==> config.mk <==
export PLATFORM = sky130hd
export DESIGN_NAME = uart_rx
export DESIGN_NICKNAME = d
export VERILOG_FILES = /design/src/rtl/uart_pkg.sv /design/src/rtl/sync_2ff.sv /design/src/rtl/uart_rx.sv
export SDC_FILE = /design/constraint.sdc
export NUM_CORES = 1
export LEC_CHECK = 0
export BUFFER_PORTS_ARGS = -buffer_cell sky130_fd_sc_hd__buf_4
export CAP_MARGIN = 10
export CORE_MARGIN = 2
export CORE_UTILIZATION = 50
export CTS_BUF_LIST = sky130_fd_sc_hd__clkbuf_8
export DETAILED_ROUTE_END_ITERATION = 7
export GPL_TIMING_DRIVEN = 0
export PLACE_DENSITY_LB_ADDON = 0.15
export SKIP_LAST_GASP = 1
export SLEW_MARGIN = 20
export SYNTH_ARGS = -nofsm -noshare
export SYNTH_HDL_FRONTEND = slang
export SYNTH_SLANG_ARGS = --single-unit
==> constraint.sdc <==
create_clock -name clk -period 1.7 [get_ports clk]
set_input_delay 0.255 -clock clk [delete_from_list [all_inputs] [get_ports clk]]
set_output_delay 0.255 -clock clk [all_outputs]
set_load 0.02 [all_outputs]
==> src/rtl/uart_pkg.sv <==
`default_nettype none
// +-----------------------------------------------------------------------------
// | Module   : uart_pkg
// | Brief    : Shared types, constants and divider helper for the UART receiver.
// | Revision : 1.0
// +-----------------------------------------------------------------------------
package uart_pkg;

  localparam int unsigned UART_DATA_BITS = 8;

  typedef enum logic [2:0] {
    IDLE   = 3'd0,
    START  = 3'd1,
    DATA   = 3'd2,
    PARITY = 3'd3,
    STOP   = 3'd4
  } uart_rx_state_e;

  function automatic int unsigned calc_div(input int unsigned clk_hz, input int unsigned baud);
    return clk_hz / baud;
  endfunction

endpackage
`default_nettype wire

==> src/rtl/sync_2ff.sv <==
`default_nettype none
// +-----------------------------------------------------------------------------
// | Module   : sync_2ff
// | Brief    : Two-flop synchronizer for asynchronous inputs, configurable reset value.
// | Revision : 1.0
// +-----------------------------------------------------------------------------
module sync_2ff #(
  parameter int unsigned           WIDTH   = 1,
  parameter logic [WIDTH-1:0]      RST_VAL = '1
) (
  input  logic             clk,
  input  logic             rst_n,
  input  logic [WIDTH-1:0] d_i,
  output logic [WIDTH-1:0] q_o
);

  logic [WIDTH-1:0] s1_q;
  logic [WIDTH-1:0] s2_q;

  always_ff @(posedge clk or negedge rst_n) begin
    if (!rst_n) begin
      s1_q <= RST_VAL;
      s2_q <= RST_VAL;
    end else begin
      s1_q <= d_i;
      s2_q <= s1_q;
    end
  end

  assign q_o = s2_q;

endmodule
`default_nettype wire

==> src/rtl/uart_rx.sv <==
`default_nettype none
// +-----------------------------------------------------------------------------
// | Module   : uart_rx
// | Brief    : 8-bit UART receiver, mid-bit sampling, one-entry valid/ready holding
// |            register, framing/overrun pulses. UART_RX_PARITY_EN adds even parity.
// | Revision : 1.0
// +-----------------------------------------------------------------------------
module uart_rx
  import uart_pkg::*;
#(
  parameter int unsigned CLK_HZ = 100000000,
  parameter int unsigned BAUD   = 115200
) (
  input  logic                      clk,
  input  logic                      rst_n,
  input  logic                      rx,
  output logic [UART_DATA_BITS-1:0] rx_data,
  output logic                      rx_valid,
  input  logic                      rx_ready,
  output logic                      frame_err,
`ifdef UART_RX_PARITY_EN
  output logic                      parity_err,
`endif
  output logic                      overrun
);

  localparam int unsigned     DIV     = calc_div(CLK_HZ, BAUD);
  localparam int unsigned     CW      = $clog2(DIV);
  localparam logic [CW-1:0]   HALF_M1 = CW'(DIV / 2 - 1);
  localparam logic [CW-1:0]   FULL_M1 = CW'(DIV - 1);
  localparam logic [2:0]      LAST_BIT = 3'(UART_DATA_BITS - 1);

  if (DIV < 4) begin : g_div_check
    $error("uart_rx: CLK_HZ/BAUD must be at least 4");
  end

  logic                      rx_s;
  uart_rx_state_e            state_q;
  logic [CW-1:0]             cnt_q;
  logic [2:0]                bidx_q;
  logic [UART_DATA_BITS-1:0] shift_q;
  logic                      rx_prev_q;
  logic                      done_q;
  logic [UART_DATA_BITS-1:0] rx_data_q;
  logic                      rx_valid_q;
  logic                      frame_err_q;
  logic                      overrun_q;
`ifdef UART_RX_PARITY_EN
  logic                      parity_err_q;
  logic                      par_bad_q;
`endif

  sync_2ff #(
    .WIDTH   (1),
    .RST_VAL (1'b1)
  ) u_sync (
    .clk   (clk),
    .rst_n (rst_n),
    .d_i   (rx),
    .q_o   (rx_s)
  );

  always_ff @(posedge clk or negedge rst_n) begin
    if (!rst_n) begin
      state_q     <= IDLE;
      cnt_q       <= '0;
      bidx_q      <= '0;
      shift_q     <= '0;
      rx_prev_q   <= 1'b1;
      done_q      <= 1'b0;
      rx_data_q   <= '0;
      rx_valid_q  <= 1'b0;
      frame_err_q <= 1'b0;
      overrun_q   <= 1'b0;
`ifdef UART_RX_PARITY_EN
      parity_err_q <= 1'b0;
      par_bad_q    <= 1'b0;
`endif
    end else begin
      rx_prev_q   <= rx_s;
      done_q      <= 1'b0;
      frame_err_q <= 1'b0;
      overrun_q   <= 1'b0;
`ifdef UART_RX_PARITY_EN
      parity_err_q <= 1'b0;
`endif

      // A byte finished last cycle: a same-cycle consume frees the slot for it.
      if (done_q) begin
        if (!rx_valid_q || rx_ready) begin
          rx_data_q  <= shift_q;
          rx_valid_q <= 1'b1;
        end else begin
          overrun_q  <= 1'b1;
        end
      end else if (rx_valid_q && rx_ready) begin
        rx_valid_q <= 1'b0;
      end

      case (state_q)
        IDLE: begin
          if (!rx_s && rx_prev_q) begin
            state_q <= START;
            cnt_q   <= '0;
          end
        end
        START: begin
          if (cnt_q == HALF_M1) begin
            cnt_q <= '0;
            if (!rx_s) begin
              state_q <= DATA;
              bidx_q  <= '0;
            end else begin
              state_q <= IDLE;
            end
          end else begin
            cnt_q <= cnt_q + CW'(1);
          end
        end
        DATA: begin
          if (cnt_q == FULL_M1) begin
            cnt_q   <= '0;
            shift_q <= {rx_s, shift_q[UART_DATA_BITS-1:1]};
            bidx_q  <= bidx_q + 3'd1;
            if (bidx_q == LAST_BIT) begin
`ifdef UART_RX_PARITY_EN
              state_q <= PARITY;
`else
              state_q <= STOP;
`endif
            end
          end else begin
            cnt_q <= cnt_q + CW'(1);
          end
        end
`ifdef UART_RX_PARITY_EN
        PARITY: begin
          if (cnt_q == FULL_M1) begin
            cnt_q        <= '0;
            state_q      <= STOP;
            par_bad_q    <= ^{shift_q, rx_s};
            parity_err_q <= ^{shift_q, rx_s};
          end else begin
            cnt_q <= cnt_q + CW'(1);
          end
        end
`endif
        STOP: begin
          if (cnt_q == FULL_M1) begin
            cnt_q   <= '0;
            state_q <= IDLE;
            if (!rx_s) begin
              frame_err_q <= 1'b1;
`ifdef UART_RX_PARITY_EN
            end else if (!par_bad_q) begin
`else
            end else begin
`endif
              done_q <= 1'b1;
            end
          end else begin
            cnt_q <= cnt_q + CW'(1);
          end
        end
        default: state_q <= IDLE;
      endcase
    end
  end

  assign rx_data   = rx_data_q;
  assign rx_valid  = rx_valid_q;
  assign frame_err = frame_err_q;
  assign overrun   = overrun_q;
`ifdef UART_RX_PARITY_EN
  assign parity_err = parity_err_q;
`endif

endmodule
`default_nettype wire

==> metrics.yaml <==
pwr:
  finalPower_mw: 2.21
  ir_drop_uv: 585
  p_int_mw: 1.54
  power_density_nw_per_um2: 952
  switching_power_mw: 0.669
  power_frac_comb: 0.245
  pwr-share-clk: 0.270
  p_leak_nw: 1.12
  power_frac_seq: 0.485
  p_sw_frac: 0.303
worst_setup_path:
  crit_type: "flop to flop"
  startpoint_type: "flop"
  end_kind: "flop"
  cp_max_fo: 8
  worstPathArrival_ns: 1.98
  worstPathRequired_ns: 1.91
synth:
  synth_top_family_by_area: "simple AND/OR/NAND/NOR gates"
  synth_fa_ha_area_frac: 0.0277
  synthCells: 173
  yosys_warnings: 0
  synth_top_area_frac: 0.499
  synth_compound_area_frac: 0.132
  avgSynthCellArea_um2: 10.4
  synthMuxAreaShare: 0.0499
  synthXorXnorAreaFrac: 0.00485
  yosysUniqueCellTypes: 40
  ys_seq_area_frac: 0.542
  syn-num-nets: 181
  yosysTopAreaCell: "dfrtp_1"
  synth.area.top_cells: "dfrtp_1 50%, nand2_1 7.1%, mux2_2 5.0%"
  synth.cell_area_um2: 1810
  synth-simple-area-share: 0.214
  ys_ff_latch: 39
layout:
  area_delta_synth_final_pct: 28.2
  nets: 220
  multiInputGateArea_um2: 883
  post-route-cell-area_um2: 2320
  diodes: 0
  drive_gt1_frac: 0.357
  finish.utilization: 0.678
  fill_cells: 271
  register_area_um2: 981
clock_tree:
  tritoncts: "built"
  cts-root-buf: "clkbuf_8"
  cts-buffers-inserted: 5
  htreeDepth: 2
  cts_sinks: 39
  path_clk_slew_ns: 0.08
  clk_path_buf_depth: 2
  insertion_delay_ns: 0.29
placement:
  gp_congestion: 0.821
  hpwl_um: 2380
  post-place-ws_ns: -0.166
  port_buffers: 14
  postPlaceCellArea_um2: 1970
flow_run:
  drv_cap: 0
timing:
  setup_viol_count_final: 10
  fmax_ghz: 0.565
  drv_slew: 0
  rsz0062_at_grt: "true"
  finalWorstPathRequiredPeriod_ns: 1.77
  fin_ws_ns: -0.0706
  slew_headroom: 0.675
  worstMarginPinSlew_ns: 0.488
  timing.final.crit_share: 1.04
  hold_viol: 0
  holdWs_ns: 0.0708
  finClkSkew_ns: 0.00883
outcome:
  status: "complete, but fails checks"
  violations: "negative setup slack"
detailed_routing:
  wl_per_cell_um: 16.3
  vias: 1520
  drc: 0
  ant_nets: 0
  via_per_inst: 5.87
  drtIter0Drc: 119
  drtPass1Iterations: 5
  wl_um: 4220
global_route:
  grt_max_degree: 40
  grt_use_total: 0.206
  grt_pass1_vias: 1420
  grt_pass1_wl_um: 6510
  grt_overflow: 0
  antenna_found_initial: 0
die:
  rows: 21
  core_um2: 3420
  dieArea_um2: 4110
  die_height_um: 64.1
  io_pins: 15
  initial_core_util: 0.529
  die-width_um: 64.1
hold_path:
  min_path_type: "primary input to flop"
[flip-flops by register name, indices dropped and copies added, names as in the netlist]
| name | cells |
|---|---|
| cnt_q | 10 |
| rx_data | 8 |
| shift_q | 8 |
| bidx_q | 3 |
| state_q | 3 |
| done_q | 1 |
| frame_err | 1 |
| overrun | 1 |
| rx_prev_q | 1 |
| rx_valid | 1 |
| u_sync.q_o | 1 |
| u_sync.s1_q | 1 |
[layer usage]
layer,vias up,part of all wire,track usage
met1,743,0.39,0.248
met4,0,0.025,0.0505
met3,17,0.054,0.0581
met2,74,0.53,0.363
li1,686,-,-
met5,-,0,0
[area by class of cell]
type,count,area share
Clock inverter,3,0.00702
Inverter,7,0.0113
Timing Repair Buffer,31,0.109
Multi-Input combinational cell,124,0.381
Tap cell,46,0.0249
Buffer,4,0.0135
Sequential cell,39,0.424
Clock buffer,5,0.0297
[cell families after synthesis]
group,after synthesis
xor+xnor,1
fa+ha+maj,4
mux,8
buf+inv,11
compound gates,35
simple gates,75
flops,39
[power by group through the flow]
stage	registers, mW	logic (mW)	clock network (mW)
after detailed placement	1.10	0.307	0
after global placement	1.10	0.293	0
after floorplan	1.08	0.232	0
final	1.07	0.540	0.597
after global routing	1.08	0.590	0.661
after CTS	1.06	0.451	0.611
[cells in the mapped netlist]
cell type,number
inv_1,6
nor4_1,1
o311a_1,1
ha_1,4
a22oi_1,1
o32a_2,1
or2_2,1
nand2b_1,5
o21ai_0,10
a22o_1,2
nor3_2,1
nor2_2,1
o21ai_1,2
and3_1,1
dfstp_2,3
or3b_2,1
nor2_1,10
a31oi_1,4
buf_6,1
clkbuf_1,2
o311ai_2,1
nor4b_1,1
dfrtp_1,36
nor2b_1,2
nor3_1,3
mux2_2,8
nand3_2,1
nand2_1,34
or3b_4,1
o32ai_4,1
nand4bb_1,1
nand4b_1,2
nand3_1,5
or3_1,3
nor3_4,1
inv_2,1
buf_4,1
o41ai_1,1
xor2_1,1
a21oi_1,11
[path summary, 6_finish.rpt]
path                                       startpoint                endpoint  slack, ns  cells past startpoint
worst min-delay path                               rx   u_sync.s1_q$_DFF_PN1_       0.07                      1
min in group asynchronous                       rst_n  state_q[0]$_DFFE_PN0P_       0.47                      2
worst max-delay path             cnt_q[8]$_DFFE_PN0P_    cnt_q[7]$_DFFE_PN0P_      -0.07                      6
worst min register to register  u_sync.s1_q$_DFF_PN1_    u_sync.q_o$_DFF_PN1_       0.36                      0
worst max register to register   cnt_q[8]$_DFFE_PN0P_    cnt_q[7]$_DFFE_PN0P_      -0.07                      6
max in group asynchronous                       rst_n    cnt_q[4]$_DFFE_PN0P_       0.87                      2
[layout by cell type (no fill, tap or decap), types with 2 or more instances in the layout]
cell,Yosys,routed
nand2_1,34,33
dfstp_2,3,3
inv_1,6,7
nand2b_1,5,5
buf_6,1,3
buf_4,1,28
o21ai_0,10,4
nand3_1,5,5
or3_1,3,2
nor2_1,10,10
nor3_4,1,2
nor3_2,1,2
a22o_1,2,2
clkbuf_8,0,5
a31oi_1,4,4
o21ai_1,2,5
ha_1,4,3
a21oi_1,11,11
nand4b_1,2,2
o21ai_2,0,3
dfrtp_1,36,35
mux2_2,8,8
[repair_timing]
item | CTS | global route
resized for setup | 11 | 18
setup endpoints to repair | 22 | 22
pin swaps | 8 | 10
endpoints found under the hold margin | 36 | 0
cloned | 0 | 2
buffers inserted | 10 | 5
hold buffers | 1 | 0
[metrics by stage]
stage	TNS (ns)	cells
detailed placement	-2.57	233
global placement	-1.74	233
global route	-1.57	259
floorplan	0	173
finish	-0.247	259
CTS	-0.0664	252
[worst max-delay path, stage by stage (launching register included)]
cell	delay [ns]
dfrtp_1	0.40
or3b_4	0.29
nor3_4	0.06
buf_12	0.14
o32ai_2	0.48
a21oi_1	0.14
a31oi_1	0.18
No activity file was read; power rests on OpenSTA's default activity.
